[config.mk]
export PLATFORM = sky130hd
export DESIGN_NAME = accum_arbiter
export DESIGN_NICKNAME = d
export VERILOG_FILES = /design/src/rtl/accum_arbiter.sv
export SDC_FILE = /design/constraint.sdc
export NUM_CORES = 1
export LEC_CHECK = 0
export CORE_AREA = 2 2 63 65
export CTS_BUF_LIST = sky130_fd_sc_hd__clkbuf_8 sky130_fd_sc_hd__clkbuf_16
export CTS_CLUSTER_SIZE = 16
export DETAILED_ROUTE_END_ITERATION = 10
export DIE_AREA = 0 0 65 67
export DONT_BUFFER_PORTS = 1
export GPL_TIMING_DRIVEN = 0
export PLACE_DENSITY_LB_ADDON = 0.12
export SETUP_SLACK_MARGIN = 0.4
export SYNTH_ARGS = -nofsm -noshare
export SYNTH_HDL_FRONTEND = slang
export SYNTH_SLANG_ARGS = --single-unit
[constraint.sdc]
create_clock -name Clk -period 2 [get_ports Clk]
set_input_delay 0.4 -clock Clk [delete_from_list [all_inputs] [get_ports Clk]]
set_output_delay 0.4 -clock Clk [all_outputs]
set_load 0.02 [all_outputs]
[src/rtl/accum_arbiter.sv]
// accum_arbiter
//   Round-robin owner of a single add/sub accumulator shared by NREQ requesters.
//   Per grant: clear the accumulator, stream the owner's beats into A, then
//   return the final sum and carry/borrow flag tagged with the owner id.
//   Optional feature: define ACC_ARB_TIMEOUT_EN to abort a burst whose owner
//   stops presenting beats for TIMEOUT cycles (rsp_abort=1, partial result).
module accum_arbiter #(
   parameter int unsigned NREQ      = 4,
   parameter int unsigned DW        = 4,
   parameter int unsigned MAX_BURST = 4,
   parameter int unsigned TIMEOUT   = 8
) (
   input  logic                    Clk,
   input  logic                    nReset,
   input  logic [NREQ-1:0]         req,
   input  logic [NREQ*(DW+1)-1:0]  req_op,
   input  logic [NREQ-1:0]         req_last,
   output logic [NREQ-1:0]         gnt,
   output logic [DW:0]             acc_a,
   output logic                    acc_nrst,
   input  logic [DW-1:0]           acc_y,
   input  logic                    acc_cbf,
   output logic                    rsp_valid,
   output logic [$clog2(NREQ)-1:0] rsp_id,
   output logic [DW-1:0]           rsp_y,
   output logic                    rsp_cbf,
   output logic                    rsp_abort
);

   localparam int unsigned IW = $clog2(NREQ);
   localparam int unsigned CW = $clog2(MAX_BURST + 1);
   localparam int unsigned TW = $clog2(TIMEOUT + 1);

   localparam logic [CW-1:0]   CNT_LAST  = CW'(MAX_BURST - 1);
   localparam logic [TW-1:0]   IDLE_LAST = TW'(TIMEOUT - 1);
   localparam logic [NREQ-1:0] GNT_ONE   = NREQ'(1);
   localparam logic [IW-1:0]   ID_LAST   = IW'(NREQ - 1);

`ifdef ACC_ARB_TIMEOUT_EN
   localparam bit TO_EN = 1'b1;
`else
   // idle counter is constant zero and folds away; rsp_abort stays 0
   localparam bit TO_EN = 1'b0;
`endif

   typedef enum logic [1:0] {
      IDLE,
      CLEAR,
      RUN,
      DRAIN
   } state_t;

   state_t        state;
   logic [IW-1:0] rr;
   logic [IW-1:0] owner;
   logic [IW-1:0] pick;
   logic [IW-1:0] owner_nxt;
   logic [CW-1:0] cnt;
   logic [TW-1:0] idle_cnt;

   logic          own_req;
   logic          own_last;
   logic [DW:0]   own_op;
   logic          beat;
   logic          burst_end;
   logic          timeout_hit;

   // round-robin pick: first requesting index at or after rr, wrapping
   // (scan from farthest to nearest so the nearest hit is written last)
   always_comb begin
      int unsigned   j;
      logic [IW-1:0] idx;
      pick = rr;
      for (int unsigned k = 0; k < NREQ; k++) begin
         j   = (32'(rr) + NREQ - 1 - k) % NREQ;
         idx = IW'(j);
         if (req[idx]) pick = idx;
      end
   end

   // owner's request view, beat acceptance and burst termination
   always_comb begin
      own_req     = req[owner];
      own_last    = req_last[owner];
      own_op      = req_op[owner*(DW+1) +: DW+1];
      beat        = (state == RUN) && own_req;
      burst_end   = beat && (own_last || (cnt == CNT_LAST));
      timeout_hit = TO_EN && (state == RUN) && !own_req && (idle_cnt == IDLE_LAST);
      owner_nxt   = (owner == ID_LAST) ? '0 : owner + 1'b1;
   end

   // accumulator feed and result path: the accumulator adds on the same edge
   // that accepts a beat, so acc_a and rsp_y/rsp_cbf pass straight through
   // (gated by registered state) instead of adding a pipeline stage
   always_comb begin
      acc_a   = beat ? own_op : '0;
      rsp_y   = rsp_valid ? acc_y : '0;
      rsp_cbf = rsp_valid ? acc_cbf : 1'b0;
   end

   // burst FSM with registered grant, clear pulse and response strobe
   always_ff @(posedge Clk or negedge nReset) begin
      if (!nReset) begin
         state     <= IDLE;
         gnt       <= '0;
         rr        <= '0;
         owner     <= '0;
         cnt       <= '0;
         idle_cnt  <= '0;
         acc_nrst  <= 1'b0;
         rsp_valid <= 1'b0;
         rsp_id    <= '0;
         rsp_abort <= 1'b0;
      end else begin
         case (state)
            IDLE: begin
               acc_nrst <= 1'b1;
               if (|req) begin
                  owner    <= pick;
                  acc_nrst <= 1'b0;
                  state    <= CLEAR;
               end
            end
            CLEAR: begin
               acc_nrst <= 1'b1;
               gnt      <= GNT_ONE << owner;
               idle_cnt <= '0;
               state    <= RUN;
            end
            RUN: begin
               if (beat) begin
                  cnt      <= cnt + 1'b1;
                  idle_cnt <= '0;
               end else if (TO_EN) begin
                  idle_cnt <= idle_cnt + 1'b1;
               end
               if (burst_end || timeout_hit) begin
                  gnt       <= '0;
                  rsp_valid <= 1'b1;
                  rsp_id    <= owner;
                  rsp_abort <= timeout_hit;
                  state     <= DRAIN;
               end
            end
            DRAIN: begin
               rsp_valid <= 1'b0;
               rsp_abort <= 1'b0;
               rr        <= owner_nxt;
               cnt       <= '0;
               idle_cnt  <= '0;
               state     <= IDLE;
            end
            default: state <= IDLE;
         endcase
      end
   end

endmodule

## Word level (Yosys, flattened, before mapping)

Index checks and enable logic that the tools add are counted.

- Mux-type cells: 33
- Shift-type cells: 2
- Bitwise logic cells: 0
- Equal/unequal tests: 8
- Add/subtract/negate cells: 7
- Reduce and logical (&&, ||, !) cells: 14
- Multiply operators: 1
- Divide/modulo/power cells: 0
- $lt $le $gt $ge: 5

Operators by type and width:

| kind | number |
|---|---|
| $shiftx A20 B6 Y5 | 1 |
| $lt A2 B3 Y1 const B | 5 |
| $mux W2 | 7 |
| $bmux W1 S2 | 6 |
| $reduce_and A2 Y1 | 6 |
| $mux W1 | 10 |
| $mux W4 | 2 |
| $pmux W2 S4 | 1 |
| $pmux W4 S2 | 1 |
| $eq A2 B2 Y1 const B | 3 |
| $ne A2 B2 Y1 const B | 3 |
| $pmux W1 S2 | 3 |
| $pmux W3 S2 | 1 |
| $reduce_bool A2 Y1 | 3 |
| $sub A2 B1 Y2 const B | 3 |
| $mul A2 B3 Y5 const B | 1 |
| $mux W5 | 1 |
| $add A2 B1 Y2 const B | 2 |
| $reduce_or A4 Y1 | 1 |
| $shl A1 B2 Y4 const A | 1 |
| $add A3 B1 Y3 const B | 1 |
| $eq A3 B2 Y1 const B | 1 |
| $mux W3 | 1 |
| $eq A2 B1 Y1 const B | 1 |
| 4 further kinds | 5 |

- Output and inout port bits: 19
- Latch bits: 0
- Memories: 0
- Register bits: 18
- Bits of input ports: 35
- Word-level logic and storage cells: 79
- Bits in writable memories: 0
- Memory bits (read-only): 0

## Logic depth before layout (Yosys ltp)

Gate-level depths: netlist of run 1.

- Word-level depth: 8
- Mapped depth: 6
- Mapped depth without buffers: 6

## Least setup slack after synthesis of run 1

No wires, ideal clock.

- Path type: reg2out
- Start point: register owner[0]
- End point: output acc_a[3]
- Path slack: 0.225 ns
- Buffers on the path: 1
- Arrival time: 1.375 ns
- Stages on the path, launching flop included: 4
- Data required time: 1.600 ns
- Cells stage by stage: dfrtp_1 -> buf_6 -> mux4_1 -> and3_2

- Longest elaborated chain between the ends: 4
- Elaborated cells on any way between the ends: 6
- Those cells by class: mul: 1; shift: 1; mux: 3; reduce/logical: 1

RTL lines:

| item | RTL line | text |
|---|---|---|
| start, declared | 55 | `logic [IW-1:0] owner;` |
| start signal, assigned | 119 | `owner <= pick;` |
| parallel branches: the longest is 3 deep, another holds $mul A2 B3 Y5 | n/a |  |
| $mux W5 * | 96 | `acc_a = beat ? own_op : '0;` |
| end, declared | 19 | `output logic [DW:0] acc_a,` |

Mark *: on every way between the ends. The select of a mux whose other input is x is not followed.

## Worst setup path in the final report of run 1

- Start point: register owner[0]
- End point: output acc_a[1]

The elaborated chain is that of the path after synthesis.

==> results of run 1 <==
==> cell type report <==
type | count | area share
inverters | 7 | 0.0168
plain buffers | 4 | 0.0264
flip-flops and latches | 17 | 0.273
multi-input cells | 91 | 0.557
clock buffers | 3 | 0.0264
well taps | 48 | 0.0384
clock inverters | 1 | 0.00320
repair buffers | 10 | 0.0592
==> path summary, 6_finish.rpt <==
kind	cells past startpoint	endpoint	slack, ns
setup / recovery	3	acc_a[1]	0.07
hold / removal	3	owner[0]	0.38
setup reg to reg	6	state[1]	0.13
hold reg to reg	2	cnt[2]	0.52
max in group asynchronous	1	owner[0]	0.76
min in group asynchronous	1	rsp_id[0]	0.68
==> worst max-delay path: stages, from the launching register on <==
cell and delay [ns]:
dfrtp_2 0.41, buf_8 0.14, mux4_2 0.50, and3_4 0.22
==> layout by cell type, fill, tap and decap left out, types with 2 or more instances in the layout <==
cell type	netlist	final
dfrtp_1	17	16
nand2_1	16	15
ha_1	11	8
inv_1	7	7
mux4_2	4	6
buf_4	1	6
buf_6	1	5
and3_4	0	5
and2_1	5	5
mux2_2	5	4
mux2_4	3	4
o21ai_2	0	4
nor2_1	3	3
nand2b_1	3	3
clkbuf_8	0	3
and2b_2	2	2
o21ai_1	0	2
a21oi_1	2	2
nor2b_1	2	2
o21ai_0	8	2
nor3_1	2	2
ha_2	0	2
==> flip-flops by register name (all words and copies together), names as in the netlist <==
register   count
acc_nrst       1
cnt            3
gnt            4
owner          2
rr             2
rsp_id         2
rsp_valid      1
state          2
==> where the power goes <==
group	internal, mW	total (mW)	switching [mW]
registers	0.498	0.737	0.238
logic	0.788	1.53	0.741
clock network	0.138	0.265	0.126
==> per-stage QoR <==
stage                     area (um^2)  cells  hold WS, ns  setup slack (ns)
after floorplan                  1290    119        0.104             0.310
after global placement           1350    167        0.105             0.146
after detailed placement         1350    167        0.105             0.122
after CTS                        1520    179        0.371            0.0513
after global routing             1570    181        0.423            0.0242
final                            1570    181        0.377            0.0704
==> timing repair <==
item | 4_1_cts | 5_1_grt
gates resized for setup | 20 | 9
pin swaps | 6 | 6
setup endpoints to repair | 17 | 17
endpoints found under the hold margin | 17 | 0
hold buffers | 1 | 0
setup buffers | 7 | 2
==> layer usage <==
layer,global-route usage,vias to the layer above,share of wire
li1,-,453,-
met1,0.176,454,0.45
met2,0.213,16,0.52
met3,0.0270,2,0.029
met4,0.0479,0,0.0042
met5,0,-,0
==> cells by family (layout without fill, tap and decap cells) <==
logic type      Yosys count  in the layout  share of synthesized area
compound gates           22             22                      0.122
fa+ha+maj                11             11                      0.110
buf+inv                  11             25                     0.0429
flops                    17             17                      0.339
mux                      14             14                      0.195
other cells               1              1                    0.00299
simple gates             43             43                      0.189
==> impl_metrics.env, run 1 <==
export IMPL_total_nets_after_synthesis=165
export IMPL_power_mw=2.53
export IMPL_first_global_vias=868
export IMPL_clock_path_buffers=2
export IMPL_post_synth_inst_count=119
export IMPL_hold_viol=0
export IMPL_peakVddDrop_mv=0.630
export IMPL_critical_path_startpoint_type="register"
export IMPL_drc=0
export IMPL_data_required_time_at_the_worst_endpoint_ns=1.60
export IMPL_placement_rows=22
export IMPL_placeableCoreArea_um2=3610
export IMPL_synth_ff_latch_count=17
export IMPL_worst_setup_path_type="register to output pin"
export IMPL_seq_area_frac_synth=0.339
export IMPL_final_min_period_over_clock_period=0.965
export IMPL_die_w_um=65
export IMPL_final_period_minus_worst_setup_slack_ns=1.93
export IMPL_avgRoutedWirePerCell_um=15.7
export IMPL_timing_critical_path_to_type="output pin"
export IMPL_min_delay_path_class="primary input to register"
export IMPL_min_from="req[0]"
export IMPL_power_per_cell_area_nw_per_um2=1620
export IMPL_post_synth_edffs=0
export IMPL_synthTopCellsByArea="dfrtp_1 34%, ha_1 11%, mux4_2 7.2%, nand2_1 4.8%, mux2_2 4.5%"
export IMPL_yosysTopAreaCell="dfrtp_1"
export IMPL_grt_overflow=0
export IMPL_rsz0062_at_grt="yes"
export IMPL_synth_async_sr_flop_share=1.00
export IMPL_timing_final_max_slew_violations=0
export IMPL_relSlewSlack=0.453
export IMPL_num_vias=925
export IMPL_pin_count=54
export IMPL_grt_max_degree=18
export IMPL_report_final_setup_viol=0
export IMPL_die_h_um=67
export IMPL_share_of_layout_cells_above_drive_strength_1=0.414
export IMPL_place_port_buffers=0
export IMPL_max_slew_worst_pin_slew_ns=0.818
export IMPL_yosys_warnings=0
export IMPL_status="finished, final reports clean"
export IMPL_place_gp_congestion=0.746
export IMPL_mean_instance_size_in_the_synthesized_netlist_um2=10.5
export IMPL_dr_pass1_iters=4
export IMPL_grt_pass1_wl_mm=4.30
export IMPL_routed_wl_mm=2.85
export IMPL_route_antenna_remaining_nets=0
export IMPL_yosys_cell_count_top_type="dfrtp_1"
export IMPL_tritoncts_clock_tree="done"
export IMPL_fin_util=0.434
export IMPL_synth_cell_types=38
export IMPL_worst_setup_path_startpoint="owner[0]"
export IMPL_antenna_cells=0
export IMPL_grt_antenna_before_repair=0
export IMPL_synthTopCellsByCount="17 x dfrtp_1, 16 x nand2_1, 11 x ha_1"
export IMPL_p_leak_nw=0.660
export IMPL_grt_total_usage=0.133
export IMPL_drt_iter0_markers=44
export IMPL_syn2layout_area_growth_pct=24.9
export IMPL_max_cap_viol_count=0
export IMPL_tritoncts_num_buffers=3
export IMPL_finish_net_count=180
export IMPL_synth_top_cell_area_share=0.339
export IMPL_fmaxAchievable_mhz=518
export IMPL_cp_arrival_ns=1.53
export IMPL_regArea_um2=427
export IMPL_cts_max_level=1
export IMPL_initial_utilization=0.348
export IMPL_insertion_delay_ns=0.25
export IMPL_ys_flop_type="dfrtp_1"
export IMPL_final_setup_tns_ns=0
export IMPL_num_clock_sinks=17
export IMPL_skew_ns=0.00317
export IMPL_synth_cell_area_um2=1250
export IMPL_regToRegStartpoint="owner[0]"
export IMPL_n_fill_cell=362
export IMPL_route_detailed_vias_per_inst=5.11
export IMPL_floorplan_die_area_um2=4360
export IMPL_dpl_hpwl_mm=2.07
export IMPL_cts_root_buf="clkbuf_8"
export IMPL_clkTransAtPathRegs_ns=0.07
export IMPL_crit_fanout=6
export IMPL_multi_input_area_um2=872
Note: power is estimated with default switching activity, not from simulation.
==> run 2: changes to the inputs <==
--- a/config.mk
+++ b/config.mk
@@ -5,6 +5,7 @@
 export SDC_FILE = /design/constraint.sdc
 export NUM_CORES = 1
 export LEC_CHECK = 0
+export CAP_MARGIN = 5
 export CORE_AREA = 2 2 63 65
 export CTS_BUF_LIST = sky130_fd_sc_hd__clkbuf_8 sky130_fd_sc_hd__clkbuf_16
 export CTS_CLUSTER_SIZE = 16
==> results of run 2 <==
Final layout, timing and power as in run 1 (identical DEF).
